**config.mk**
```make
export PLATFORM = sky130hd
export DESIGN_NAME = coso_match_ctrl_mc_flat
export DESIGN_NICKNAME = d
export VERILOG_FILES = /design/src/rtl/coso_match_ctrl_mc_pkg.sv /design/src/rtl/coso_match_ctrl_mc_if.sv /design/src/rtl/coso_match_ctrl_mc_chan.sv /design/src/rtl/coso_match_ctrl_mc.sv /design/src/flat_wrapper.sv
export SDC_FILE = /design/constraint.sdc
export NUM_CORES = 1
export LEC_CHECK = 0
export ABC_AREA = 1
export CAP_MARGIN = 15
export CELL_PAD_IN_SITES_DETAIL_PLACEMENT = 1
export CELL_PAD_IN_SITES_GLOBAL_PLACEMENT = 2
export CORE_MARGIN = 5
export CORE_UTILIZATION = 28
export DETAILED_ROUTE_END_ITERATION = 8
export GPL_ROUTABILITY_DRIVEN = 0
export GPL_TIMING_DRIVEN = 0
export HOLD_SLACK_MARGIN = 0.08
export PLACE_DENSITY = 0.81
export SYNTH_ARGS = -nofsm -noshare
export SYNTH_HDL_FRONTEND = slang
export SYNTH_SLANG_ARGS = --single-unit
```
**constraint.sdc**
```tcl
create_clock -name clk -period 2.8 [get_ports clk]
set_input_delay 0.42 -clock clk [delete_from_list [all_inputs] [get_ports clk]]
set_output_delay 0.42 -clock clk [all_outputs]
set_load 0.02 [all_outputs]
```
**src/rtl/coso_match_ctrl_mc_pkg.sv**
```systemverilog
// Shared types and helpers for the multi-channel COSO matching controller.
// Holds the channel state encoding, default window/config sizes and the threshold test.
package coso_match_pkg;

    typedef enum logic [1:0] {
        SEARCH = 2'd0,
        LOCKED = 2'd1,
        FAIL   = 2'd2
    } chan_state_e;

    localparam int NB_SAMPLES_LOG_DFLT = 7;
    localparam int RO_LENGTH_DFLT      = 3;
    localparam int WINDOW_SIZE         = 1 << NB_SAMPLES_LOG_DFLT;
    localparam int CFG_WIDTH           = 4 * RO_LENGTH_DFLT;

    // Inclusive low, exclusive high; an empty or inverted range accepts nothing.
    function automatic logic in_range(input logic [31:0] val,
                                      input logic [31:0] lo,
                                      input logic [31:0] hi);
        return (lo < hi) && (val >= lo) && (val < hi);
    endfunction

endpackage

```
**src/rtl/coso_match_ctrl_mc_if.sv**
```systemverilog
// Coherent-sampler request/count/acknowledge bundle for all channels.
// The sampler side drives requests and counts; the controller returns acknowledges.
interface coso_match_ctrl_mc_if #(
    parameter int NCH         = 2,
    parameter int CSCntLength = 16
);
    logic [NCH-1:0]             CSReq;
    logic [NCH*CSCntLength-1:0] CSCnt;
    logic [NCH-1:0]             CSAck;

    modport master (output CSReq, output CSCnt, input CSAck);
    modport slave  (input CSReq, input CSCnt, output CSAck);
endinterface

```
**src/rtl/coso_match_ctrl_mc_chan.sv**
```systemverilog
// One channel of the matching controller: windowed good-sample counting,
// configuration scan while searching, and miss tracking once locked.
module coso_match_chan
    import coso_match_pkg::*;
#(
    parameter int CSCntLength  = 16,
    parameter int NBCheckbits  = 10,
    parameter int ROLength     = 3,
    parameter int NBSamplesLog = 7,
    parameter int SAMPLES_MIN  = 64,
    parameter int SAMPLES_LOST = 32,
    parameter int MAX_MISSES   = 2
) (
    input  logic                     clk,
    input  logic                     rst,
    input  logic [NBCheckbits-1:0]   thresh_l_i,
    input  logic [NBCheckbits-1:0]   thresh_h_i,
    input  logic [4*ROLength-1:0]    cfg_seed_i,
    input  logic                     restart_i,
    input  logic                     cs_req_i,
    input  logic [CSCntLength-1:0]   cs_cnt_i,
    output logic                     cs_ack_o,
    output logic [4*ROLength-1:0]    ro_sel_o,
    output logic                     matched_o,
    output logic                     no_found_o
);
    localparam int CW  = 4 * ROLength;
    localparam int SCW = NBSamplesLog + 1;
    localparam int TW  = CW + 1;
    localparam int MW  = $clog2(MAX_MISSES + 1);

    localparam logic [SCW-1:0] WIN_END    = SCW'(1 << NBSamplesLog);
    localparam logic [SCW-1:0] MIN_GOOD   = SCW'(SAMPLES_MIN);
    localparam logic [SCW-1:0] LOST_GOOD  = SCW'(SAMPLES_LOST);
    localparam logic [TW-1:0]  ALL_TRIED  = TW'(1 << CW);
    localparam logic [MW-1:0]  MISS_LIMIT = MW'(MAX_MISSES);

    chan_state_e     state_q, state_d;
    logic [CW-1:0]   ro_sel_q, ro_sel_d;
    logic [SCW-1:0]  sample_cnt_q, sample_cnt_d;
    logic [SCW-1:0]  good_cnt_q, good_cnt_d;
    logic [TW-1:0]   tried_q, tried_d;
    logic [MW-1:0]   misses_q, misses_d;
    logic            ack_q, ack_d;
    logic            matched_q, matched_d;
    logic            no_found_q, no_found_d;

    logic            accept;
    logic            sample_good;
    logic [SCW-1:0]  sample_nxt;
    logic [SCW-1:0]  good_nxt;

    // A request seen while its acknowledge is still up belongs to the previous sample.
    assign accept      = cs_req_i & ~ack_q;
    assign sample_good = in_range(32'(cs_cnt_i[CSCntLength-1 -: NBCheckbits]),
                                  32'(thresh_l_i), 32'(thresh_h_i));
    assign sample_nxt  = sample_cnt_q + SCW'(1);
    assign good_nxt    = good_cnt_q + SCW'(sample_good);

    always_comb begin
        state_d      = state_q;
        ro_sel_d     = ro_sel_q;
        sample_cnt_d = sample_cnt_q;
        good_cnt_d   = good_cnt_q;
        tried_d      = tried_q;
        misses_d     = misses_q;
        ack_d        = 1'b0;
        matched_d    = matched_q;
        no_found_d   = no_found_q;

        if (restart_i) begin
            state_d      = SEARCH;
            ro_sel_d     = cfg_seed_i;
            sample_cnt_d = '0;
            good_cnt_d   = '0;
            tried_d      = '0;
            misses_d     = '0;
            matched_d    = 1'b0;
            no_found_d   = 1'b0;
        end else if (accept) begin
            ack_d = 1'b1;
            if (state_q != FAIL) begin
                sample_cnt_d = sample_nxt;
                good_cnt_d   = good_nxt;
                if (sample_nxt == WIN_END) begin
                    sample_cnt_d = '0;
                    good_cnt_d   = '0;
                    case (state_q)
                        SEARCH: begin
                            if (good_nxt >= MIN_GOOD) begin
                                state_d   = LOCKED;
                                matched_d = 1'b1;
                                misses_d  = '0;
                            end else begin
                                tried_d = tried_q + TW'(1);
                                // Last configuration exhausted: freeze selection on it.
                                if (tried_d == ALL_TRIED) begin
                                    state_d    = FAIL;
                                    no_found_d = 1'b1;
                                end else begin
                                    ro_sel_d = ro_sel_q + CW'(1);
                                end
                            end
                        end
                        LOCKED: begin
                            if (good_nxt >= MIN_GOOD) begin
                                misses_d = '0;
                            end else if (good_nxt < LOST_GOOD) begin
                                misses_d = misses_q + MW'(1);
                            end
                            if (misses_d == MISS_LIMIT) begin
                                state_d   = SEARCH;
                                matched_d = 1'b0;
                                ro_sel_d  = ro_sel_q + CW'(1);
                                tried_d   = TW'(1);
                                misses_d  = '0;
                            end
                        end
                        default: ;
                    endcase
                end
            end
        end
    end

    always_ff @(posedge clk or posedge rst) begin
        if (rst) begin
            state_q      <= SEARCH;
            ro_sel_q     <= '0;
            sample_cnt_q <= '0;
            good_cnt_q   <= '0;
            tried_q      <= '0;
            misses_q     <= '0;
            ack_q        <= 1'b0;
            matched_q    <= 1'b0;
            no_found_q   <= 1'b0;
        end else begin
            state_q      <= state_d;
            ro_sel_q     <= ro_sel_d;
            sample_cnt_q <= sample_cnt_d;
            good_cnt_q   <= good_cnt_d;
            tried_q      <= tried_d;
            misses_q     <= misses_d;
            ack_q        <= ack_d;
            matched_q    <= matched_d;
            no_found_q   <= no_found_d;
        end
    end

    assign cs_ack_o   = ack_q;
    assign ro_sel_o   = ro_sel_q;
    assign matched_o  = matched_q;
    assign no_found_o = no_found_q;

endmodule

```
**src/rtl/coso_match_ctrl_mc.sv**
```systemverilog
// Multi-channel COSO matching controller: one independent channel FSM per
// coherent sampler plus registered aggregate lock/failure flags.
module coso_match_ctrl_mc
    import coso_match_pkg::*;
#(
    parameter int NCH          = 2,
    parameter int CSCntLength  = 16,
    parameter int NBCheckbits  = 10,
    parameter int ROLength     = RO_LENGTH_DFLT,
    parameter int NBSamplesLog = NB_SAMPLES_LOG_DFLT,
    parameter int SAMPLES_MIN  = 64,
    parameter int SAMPLES_LOST = 32,
    parameter int MAX_MISSES   = 2
) (
    input  logic                      clk,
    input  logic                      rst,
    input  logic [NBCheckbits-1:0]    threshL,
    input  logic [NBCheckbits-1:0]    threshH,
    input  logic [4*ROLength-1:0]     cfgSeed,
    input  logic                      restart,
    coso_match_ctrl_mc_if.slave       cs,
    output logic [NCH*2*ROLength-1:0] RO0Sel,
    output logic [NCH*2*ROLength-1:0] RO1Sel,
    output logic [NCH-1:0]            matched,
    output logic [NCH-1:0]            noFound,
    output logic                      allMatched,
    output logic                      anyNoFound
);
    logic [NCH-1:0] cs_ack;
    logic           all_matched_q;
    logic           any_no_found_q;

    generate
        for (genvar gi = 0; gi < NCH; gi++) begin : g_chan
            logic [4*ROLength-1:0] ro_sel;

            coso_match_chan #(
                .CSCntLength  (CSCntLength),
                .NBCheckbits  (NBCheckbits),
                .ROLength     (ROLength),
                .NBSamplesLog (NBSamplesLog),
                .SAMPLES_MIN  (SAMPLES_MIN),
                .SAMPLES_LOST (SAMPLES_LOST),
                .MAX_MISSES   (MAX_MISSES)
            ) u_chan (
                .clk        (clk),
                .rst        (rst),
                .thresh_l_i (threshL),
                .thresh_h_i (threshH),
                .cfg_seed_i (cfgSeed),
                .restart_i  (restart),
                .cs_req_i   (cs.CSReq[gi]),
                .cs_cnt_i   (cs.CSCnt[gi*CSCntLength +: CSCntLength]),
                .cs_ack_o   (cs_ack[gi]),
                .ro_sel_o   (ro_sel),
                .matched_o  (matched[gi]),
                .no_found_o (noFound[gi])
            );

            assign RO0Sel[gi*2*ROLength +: 2*ROLength] = ro_sel[2*ROLength-1:0];
            assign RO1Sel[gi*2*ROLength +: 2*ROLength] = ro_sel[4*ROLength-1:2*ROLength];
        end
    endgenerate

    assign cs.CSAck = cs_ack;

    always_ff @(posedge clk or posedge rst) begin
        if (rst) begin
            all_matched_q  <= 1'b0;
            any_no_found_q <= 1'b0;
        end else begin
            all_matched_q  <= &matched;
            any_no_found_q <= |noFound;
        end
    end

    assign allMatched = all_matched_q;
    assign anyNoFound = any_no_found_q;

endmodule

```
**src/flat_wrapper.sv**
```systemverilog
// flat-port wrapper written by rule: the top's interface ports become plain ports
module coso_match_ctrl_mc_flat import coso_match_pkg::*;
#(
    parameter int NCH          = 2,
    parameter int CSCntLength  = 16,
    parameter int NBCheckbits  = 10,
    parameter int ROLength     = RO_LENGTH_DFLT,
    parameter int NBSamplesLog = NB_SAMPLES_LOG_DFLT,
    parameter int SAMPLES_MIN  = 64,
    parameter int SAMPLES_LOST = 32,
    parameter int MAX_MISSES   = 2
)
  (clk, rst, threshL, threshH, cfgSeed, restart, RO0Sel, RO1Sel, matched, noFound, allMatched, anyNoFound, cs_CSReq, cs_CSCnt, cs_CSAck);
  coso_match_ctrl_mc_if #(.NCH(NCH), .CSCntLength(CSCntLength)) cs_i ();
  input  logic clk;
  input  logic rst;
  input  logic [NBCheckbits-1:0] threshL;
  input  logic [NBCheckbits-1:0] threshH;
  input  logic [4*ROLength-1:0] cfgSeed;
  input  logic restart;
  output logic [NCH*2*ROLength-1:0] RO0Sel;
  output logic [NCH*2*ROLength-1:0] RO1Sel;
  output logic [NCH-1:0] matched;
  output logic [NCH-1:0] noFound;
  output logic allMatched;
  output logic anyNoFound;
  input wire logic [$bits(cs_i.CSReq)-1:0] cs_CSReq;
  input wire logic [$bits(cs_i.CSCnt)-1:0] cs_CSCnt;
  output wire logic [$bits(cs_i.CSAck)-1:0] cs_CSAck;
  assign cs_i.CSReq = cs_CSReq;
  assign cs_i.CSCnt = cs_CSCnt;
  assign cs_CSAck = cs_i.CSAck;
  coso_match_ctrl_mc #(.NCH(NCH), .CSCntLength(CSCntLength), .NBCheckbits(NBCheckbits), .ROLength(ROLength), .NBSamplesLog(NBSamplesLog), .SAMPLES_MIN(SAMPLES_MIN), .SAMPLES_LOST(SAMPLES_LOST), .MAX_MISSES(MAX_MISSES)) u_core (.clk(clk), .rst(rst), .threshL(threshL), .threshH(threshH), .cfgSeed(cfgSeed), .restart(restart), .cs(cs_i), .RO0Sel(RO0Sel), .RO1Sel(RO1Sel), .matched(matched), .noFound(noFound), .allMatched(allMatched), .anyNoFound(anyNoFound));
endmodule
```
Word-level counts from Yosys, hierarchy flattened
Cells that the tools add are included.
Widths: inputs -> output; s select.
{ "totals": {"mem_bits_rw": 0, "inputBits": 69, "latchBits": 0, "memories": 0, "elab_cells": 221, "register_bits": 98, "rom_bits": 0, "out_inout_bits": 32} }
{ "op_classes": {"n_div": 0, "bitwise_logic": 4, "eq_ne": 22, "n_lt_le_gt_ge": 9, "n_reduce_logical": 34, "n_mux": 122, "n_addsub": 10, "n_mul": 0, "shifts": 0} }
{ "ops": {"columns": ["op", "n"], "rows": [
  ["$mux 12", 14],
  ["$mux 13", 12],
  ["$mux 8", 16],
  ["$mux 2", 40],
  ["$pmux 13 s2", 2],
  ["$pmux 12 s2", 2],
  ["$reduce_and 6->1", 8],
  ["$lt 10x10->1", 3],
  ["$mux 1", 30],
  ["$add 13x1->13 const B", 2],
  ["$eq 13x13->1 const B", 2],
  ["$add 12x1->12 const B", 2],
  ["$ne 3x3->1 const B", 8],
  ["$ge 10x10->1", 2],
  ["$reduce_bool 2->1", 10],
  ["$add 8x1->8", 2],
  ["$add 8x1->8 const B", 2],
  ["$eq 8x8->1 const B", 2],
  ["$ge 8x7->1 const B", 2],
  ["$lt 8x6->1 const B", 2],
  ["$pmux 2 s2", 4],
  ["$reduce_and 7->1", 2],
  ["$reduce_and 5->1", 2],
  ["$ne 2x2->1 const B", 4],
  ["other kinds (12)", 26]
]} }

Longest topological paths before layout
{ "depth": {"word_depth": 19, "ltp_mapped": 25, "mapped_depth_nobuf": 24} }

By module
A second synthesis with hierarchy kept.
{ "hier_totals": {"hier_cells": 1096, "area_unflattened_um2": 7573.5} }
{ "modules_own_cells": {"columns": ["module", "cells_per_inst", "instances", "area_per_inst_um2", "seq_area_each_um2"], "rows": [
  ["coso_match_chan at u_core.g_chan[1].u_chan", 540, 1, 3763.6, 1201.2],
  ["coso_match_chan at u_core.g_chan[0].u_chan", 548, 1, 3737.3, 1201.2],
  ["coso_match_ctrl_mc", 8, 1, 72.6, 50.0]
]} }

Worst setup path after synthesis
No wires, ideal clock.
{ "synth_path": {"kind": "in2reg", "startpoint": "input threshH[9]", "endpoint": "register u_core.g_chan[1].u_chan.ro_sel_q[9]", "required_time_ns": 2.682, "cell_stages": 23, "arrival_ns": 2.941, "path_slack_ns": -0.259, "cell_sequence": "inv_1 > ha_1 > inv_1 > nor3_1 > nand4_1 > a21oi_1 > a211oi_1 > o211a_1 > ha_1 > ha_1 > nand2_1 > nor2_2 > nand2_1 > nand2_1 > nand2_1 > nand2_2 > a21oi_1 > nand3_2 > nor2_8 > nand2_2 > buf_6 > nand2_1 > nand2_1"} }
{ "synth_between": {"elab_chain_cells": 15, "elab_cells_between_ends": 18, "classes_between": "add/sub: 1; order compare: 4; eq/ne: 3; mux: 7; reduce/logical: 3"} }
{ "synth_lines": {"columns": ["item", "line", "rtl"], "rows": [
  ["start: declaration", "flat_wrapper.sv:18", "input logic [NBCheckbits-1:0] threshH;"],
  ["$lt 10x10->1", "coso_match_ctrl_mc_pkg.sv:20", "return (lo < hi) && (val >= lo) && (val < hi);"],
  ["$logic_and 1x1->1", "coso_match_ctrl_mc_pkg.sv:20", null],
  ["$logic_and 1x1->1 (*)", "coso_match_ctrl_mc_pkg.sv:20", null],
  ["$add 8x1->8 (*)", "coso_match_ctrl_mc_chan.sv:58", "assign good_nxt = good_cnt_q + SCW'(sample_good);"],
  ["$lt 8x6->1", "coso_match_ctrl_mc_chan.sv:108", "end else if (good_nxt < LOST_GOOD) begin"],
  ["$mux 2", "coso_match_ctrl_mc_chan.sv:108", null],
  ["$mux 2", "coso_match_ctrl_mc_chan.sv:106", "if (good_nxt >= MIN_GOOD) begin"],
  ["$mux 2", "coso_match_ctrl_mc_chan.sv:88", "case (state_q)"],
  ["$mux 2", "coso_match_ctrl_mc_chan.sv:85", "if (sample_nxt == WIN_END) begin"],
  ["$mux 2", "coso_match_ctrl_mc_chan.sv:82", "if (state_q != FAIL) begin"],
  ["$mux 2", "coso_match_ctrl_mc_chan.sv:80", "end else if (accept) begin"],
  ["$mux 2", "coso_match_ctrl_mc_chan.sv:71", "if (restart_i) begin"],
  ["$eq 2x2->1", "coso_match_ctrl_mc_chan.sv:111", "if (misses_d == MISS_LIMIT) begin"],
  ["$ne 3x3->1 (no source line)", null, null],
  ["$reduce_and 7->1 (no source line) (*)", null, null],
  ["end signal: assignment", "coso_match_ctrl_mc_chan.sv:139", "ro_sel_q <= ro_sel_d;"],
  ["end: declaration", "coso_match_ctrl_mc_chan.sv:39", "logic [CW-1:0] ro_sel_q, ro_sel_d;"]
]} }
Every way passes the cells marked *; elsewhere a longest branch is shown, timed or not. The select of a mux whose other input is x is not followed.
A chain may end at the register's enable or synchronous reset.

Worst setup path in the final report
{ "layout_path": {"startpoint": "input threshH[7]", "endpoint": "register u_core.g_chan[0].u_chan.tried_q[5]"} }
{ "layout_between": {"elab_chain_cells": 15, "elab_cells_between_ends": 18, "classes_between": "add/sub: 1; order compare: 4; eq/ne: 3; mux: 7; reduce/logical: 3"} }
{ "layout_lines": {"columns": ["item", "line", "rtl"], "rows": [
  ["$lt 10x10->1", "coso_match_ctrl_mc_pkg.sv:20", null],
  ["$logic_and 1x1->1", "coso_match_ctrl_mc_pkg.sv:20", null],
  ["$logic_and 1x1->1 (*)", "coso_match_ctrl_mc_pkg.sv:20", null],
  ["$add 8x1->8 (*)", "coso_match_ctrl_mc_chan.sv:58", null],
  ["$lt 8x6->1", "coso_match_ctrl_mc_chan.sv:108", null],
  ["$mux 2", "coso_match_ctrl_mc_chan.sv:108", null],
  ["$mux 2", "coso_match_ctrl_mc_chan.sv:106", null],
  ["$mux 2", "coso_match_ctrl_mc_chan.sv:88", null],
  ["$mux 2", "coso_match_ctrl_mc_chan.sv:85", null],
  ["$mux 2", "coso_match_ctrl_mc_chan.sv:82", null],
  ["$mux 2", "coso_match_ctrl_mc_chan.sv:80", null],
  ["$mux 2", "coso_match_ctrl_mc_chan.sv:71", null],
  ["$eq 2x2->1", "coso_match_ctrl_mc_chan.sv:111", null],
  ["$ne 3x3->1 (no source line)", null, null],
  ["$reduce_and 6->1 (no source line) (*)", null, null],
  ["end signal: assignment", "coso_match_ctrl_mc_chan.sv:142", "tried_q <= tried_d;"],
  ["end: declaration", "coso_match_ctrl_mc_chan.sv:42", "logic [TW-1:0] tried_q, tried_d;"]
]} }
Marks and branches as above.

==> impl_metrics.py <==
metrics = {
    "grt": {
        "grt_pass1_vias": 8272,
        "gr-max-usage-layer": "met2",
        "grt_pass1_wl_um": 41200,
        "antenna_found_initial": 0,
        "grt_usage_pct": 16.4,
        "grt_util_met3_pct": 3.08,
        "met1_usage_pct": 20.5,
        "grt_max_degree": 38,
        "grtUsageMet2_pct": 29.4,
        "grt_overflow": 0,
    },
    "power_and_ir_drop": {
        "p_total_mw": 5.14,
        "p_sw_mw": 1.94,
        "power_leakage_nw": 4.85,
        "pwr-share-seq_pct": 36.6,
        "power_density_nw_per_um2": 478,
        "p_int_mw": 3.19,
        "p_comb_share_pct": 38.0,
        "p_sw_share_pct": 37.8,
        "max-vdd-ir-drop_mv": 0.434,
        "clock_power_share_pct": 25.4,
    },
    "die": {
        "start_util_pct": 28.6,
        "fp.coreArea_um2": 26200,
        "die_w_um": 174,
        "rows": 59,
        "die-area_um2": 30100,
        "die_h_um": 174,
        "ios": 101,
    },
    "clock_network": {
        "clockRootBuffer": "clkbuf_16",
        "cts_buffer_depth": 2,
        "path_clk_slew_ps": 70,
        "clkSinkCount": 98,
        "htreeDepth": 3,
        "hold_buffers": 0,
        "clkLatencyLatePin_ps": 360,
        "cts_buffers": 9,
        "cts_tree": "yes",
    },
    "sta": {
        "whs_ps": 514,
        "worst_pin_slew_ps": 800,
        "fmax_mhz": 322,
        "min_period_ps": 3100,
        "report.final.slew_viol_count": 0,
        "maxSlewHeadroom_pct": 46.4,
        "final-setup-viol-count": 56,
        "rsz0062_at_grt": "true",
        "worst_slack_ps": -302,
        "period_share_pct": 111,
        "finalClockSkew_ps": 10.6,
        "hold_violations": 0,
    },
    "route": {
        "drc": 0,
        "viasPerCell": 4.87,
        "dr.pass1.iters": 4,
        "final_antenna_net_count": 0,
        "wl_um": 25100,
        "wl_per_cell_um": 16.1,
        "dr_total_vias": 7597,
        "drt_iter0_drc": 272,
    },
    "finish": {
        "area_growth_pct": 43.3,
        "final_util_pct": 41.0,
        "antenna_cells": 0,
        "fillers": 3147,
        "multi_input_area_um2": 5380,
        "nNetsFinal": 1346,
        "seqCellArea_um2": 2450,
        "drive_above_1_share_pct": 28.8,
    },
    "run": {
        "maxCapViolCount": 0,
    },
    "yosys": {
        "synth_cell_types": 46,
        "ys_ff_latch": 98,
        "yosysWarnings": 0,
        "ys.flop_type": "dfrtp_1",
        "synth_nets": 1199,
        "syn_inst": 1073,
        "synth_area_per_cell_um2": 6.98,
        "async_flop_share_pct": 100,
        "synth_edf_count": 0,
        "synth_area_um2": 7490,
        "yosysSeqAreaShare_pct": 32.7,
    },
    "status": {
        "violations": "setup timing",
        "status": "finished with violations",
    },
    "place": {
        "hpwl_um": 17800,
        "portBuffers": 88,
    },
    "setup_path": {
        "path_class": "in -> reg",
        "end_kind": "flop",
        "crit_fanout": 6,
        "startpoint_type": "input port",
        "required_ps": 3050,
        "crit_arrival_ps": 3360,
    },
    "worst_hold_path": {
        "hold_path_class": "reg -> reg",
    },
}
-- repair_timing --
action	in CTS	in global routing
hold endpoints to repair	0	0
resized for setup	292	86
cloned	5	1
setup endpoints to repair	66	60
setup buffers	28	16
pin swaps	97	53
-- cells in the final DEF, fill, tap and decap left out, drive strengths merged, types with 3 or more instances in the layout --
cell	Yosys	routed
a31oi	3	3
a21oi	37	37
o211ai	3	3
dfrtp	98	98
or2	4	4
o22ai	18	18
nor2	114	114
inv	139	139
nand2	326	326
nand3	101	101
nor4	3	3
clkbuf	9	24
clkinv	2	3
buf	17	84
ha	57	57
xor2	10	10
nor3	12	12
nand4	20	20
clkdlybuf4s50	0	48
xnor2	5	5
clkdlybuf4s15	0	14
o21ai	76	76
a22o	4	4
dlygate4sd2	0	3
-- metal layers --
layer / vias to the layer above / share of wire [%]
li1: 3800 / -
met1: 3671 / 45
met2: 100 / 51
met3: 26 / 3.0
met4: 0 / 1.2
met5: - / 0
-- area by class of cell --
cell class / instances / share of cell area (%)
flip-flops and latches: 98 / 22.8
repair buffers: 136 / 12.9
plain buffers: 26 / 2.02
clock buffers: 11 / 2.26
clock inverters: 4 / 0.478
inverters: 141 / 5.52
well taps: 335 / 3.90
multi-input cells: 808 / 50.1
-- registers in the layout, indices dropped and copies added (netlist names) --
| signal | flops |
|---|---|
| u_core.g_chan.u_chan.tried_q | 26 |
| u_core.g_chan.u_chan.ro_sel_o | 24 |
| u_core.g_chan.u_chan.good_cnt_q | 16 |
| u_core.g_chan.u_chan.sample_cnt_q | 16 |
| u_core.g_chan.u_chan.misses_q | 4 |
| u_core.g_chan.u_chan.state_q | 4 |
| u_core.g_chan.u_chan.cs_ack_o | 2 |
| u_core.g_chan.u_chan.matched_o | 2 |
| u_core.g_chan.u_chan.no_found_o | 2 |
| u_core.allMatched | 1 |
| u_core.anyNoFound | 1 |
-- cells by family (layout without fill, tap and decap cells) --
| group | Yosys count | in the layout | share of synthesized area (%) |
|---|---|---|---|
| simple gates | 583 | 583 | 34.6 |
| xor+xnor | 15 | 15 | 1.75 |
| buf+inv | 167 | 318 | 9.40 |
| flops | 98 | 98 | 32.7 |
| fa+ha+maj | 57 | 57 | 9.52 |
| compound gates | 153 | 153 | 12.0 |
-- worst max-delay path: stages --
cell	delay (ps)
buf_12	90
inv_12	30
ha_4	280
nand2_4	50
nor3_4	200
nand4_1	180
a21oi_2	180
a211oi_2	60
buf_4	160
nand2_4	60
nor2_4	40
ha_4	180
ha_4	170
nand3_4	70
nor2_2	40
nand2_1	70
nand2_2	70
nor2_4	170
buf_6	140
nor2_4	30
nand2_1	70
nand2_1	70
nor2_2	140
nand2_4	130
buf_8	170
nand2_2	60
o21ai_2	50
-- power by group through the flow --
stage	Clock [mW]	Combinational [mW]	Sequential (mW)
floorplan	0	0.812	1.94
global placement	0	1.51	1.88
detailed placement	0	1.55	1.89
CTS	1.36	1.87	1.88
global route	1.41	2.15	1.92
finish	1.30	1.95	1.88
-- worst paths after layout --
path,startpoint,end,slack [ps],depth (start not counted)
worst max register to register,u_core.g_chan[1].u_chan.tried_q[0]$_DFFE_PP0P_,u_core.g_chan[1].u_chan.ro_sel_o[8]$_DFFE_PP0P_,380,11
worst max-delay path,threshH[7],u_core.g_chan[0].u_chan.tried_q[5]$_DFFE_PP0P_,-300,27
max in group asynchronous,rst,u_core.g_chan[1].u_chan.ro_sel_o[9]$_DFFE_PP0P_,1610,3
worst min-delay path,u_core.g_chan[1].u_chan.state_q[0]$_DFFE_PP0P_,u_core.g_chan[1].u_chan.state_q[0]$_DFFE_PP0P_,510,2
min in group asynchronous,rst,u_core.g_chan[1].u_chan.sample_cnt_q[5]$_DFFE_PP0P_,550,2
worst min register to register,u_core.g_chan[1].u_chan.state_q[0]$_DFFE_PP0P_,u_core.g_chan[1].u_chan.state_q[0]$_DFFE_PP0P_,510,2
-- stage by stage --
step	cells	setup slack, ps	TNS (ps)	area, um^2
final	1559	-302	-12900	10700
after CTS	1546	-270	-10810	10300
after global routing	1559	-517	-26110	10700
after detailed placement	1498	-1330	-78080	9060
after floorplan	1073	-125	-2430	7720
after global placement	1496	-1380	-85760	9020
-- synthesized netlist by cell type (4+ instances only) --
cell type	instances	area share (%)
inv_1	134	6.7
a21oi_1	37	2.5
or2_2	4	0.33
xnor2_1	5	0.58
o21ai_2	12	1.4
nor2_2	12	1.0
dfrtp_1	98	33
nand2_2	11	0.92
xor2_1	10	1.2
buf_6	6	0.90
o21ai_0	57	3.8
a22o_1	4	0.47
nand2_1	312	16
o21ai_1	7	0.47
nor2_1	95	4.8
ha_1	57	9.5
nand4_1	18	1.5
o22ai_1	18	1.5
nand3_1	98	6.5
inv_2	5	0.25
nor3_1	11	0.73
buf_4	8	0.80
nor2_4	5	0.75
clkbuf_1	9	0.45
No activity file was read; power rests on OpenSTA's default activity.
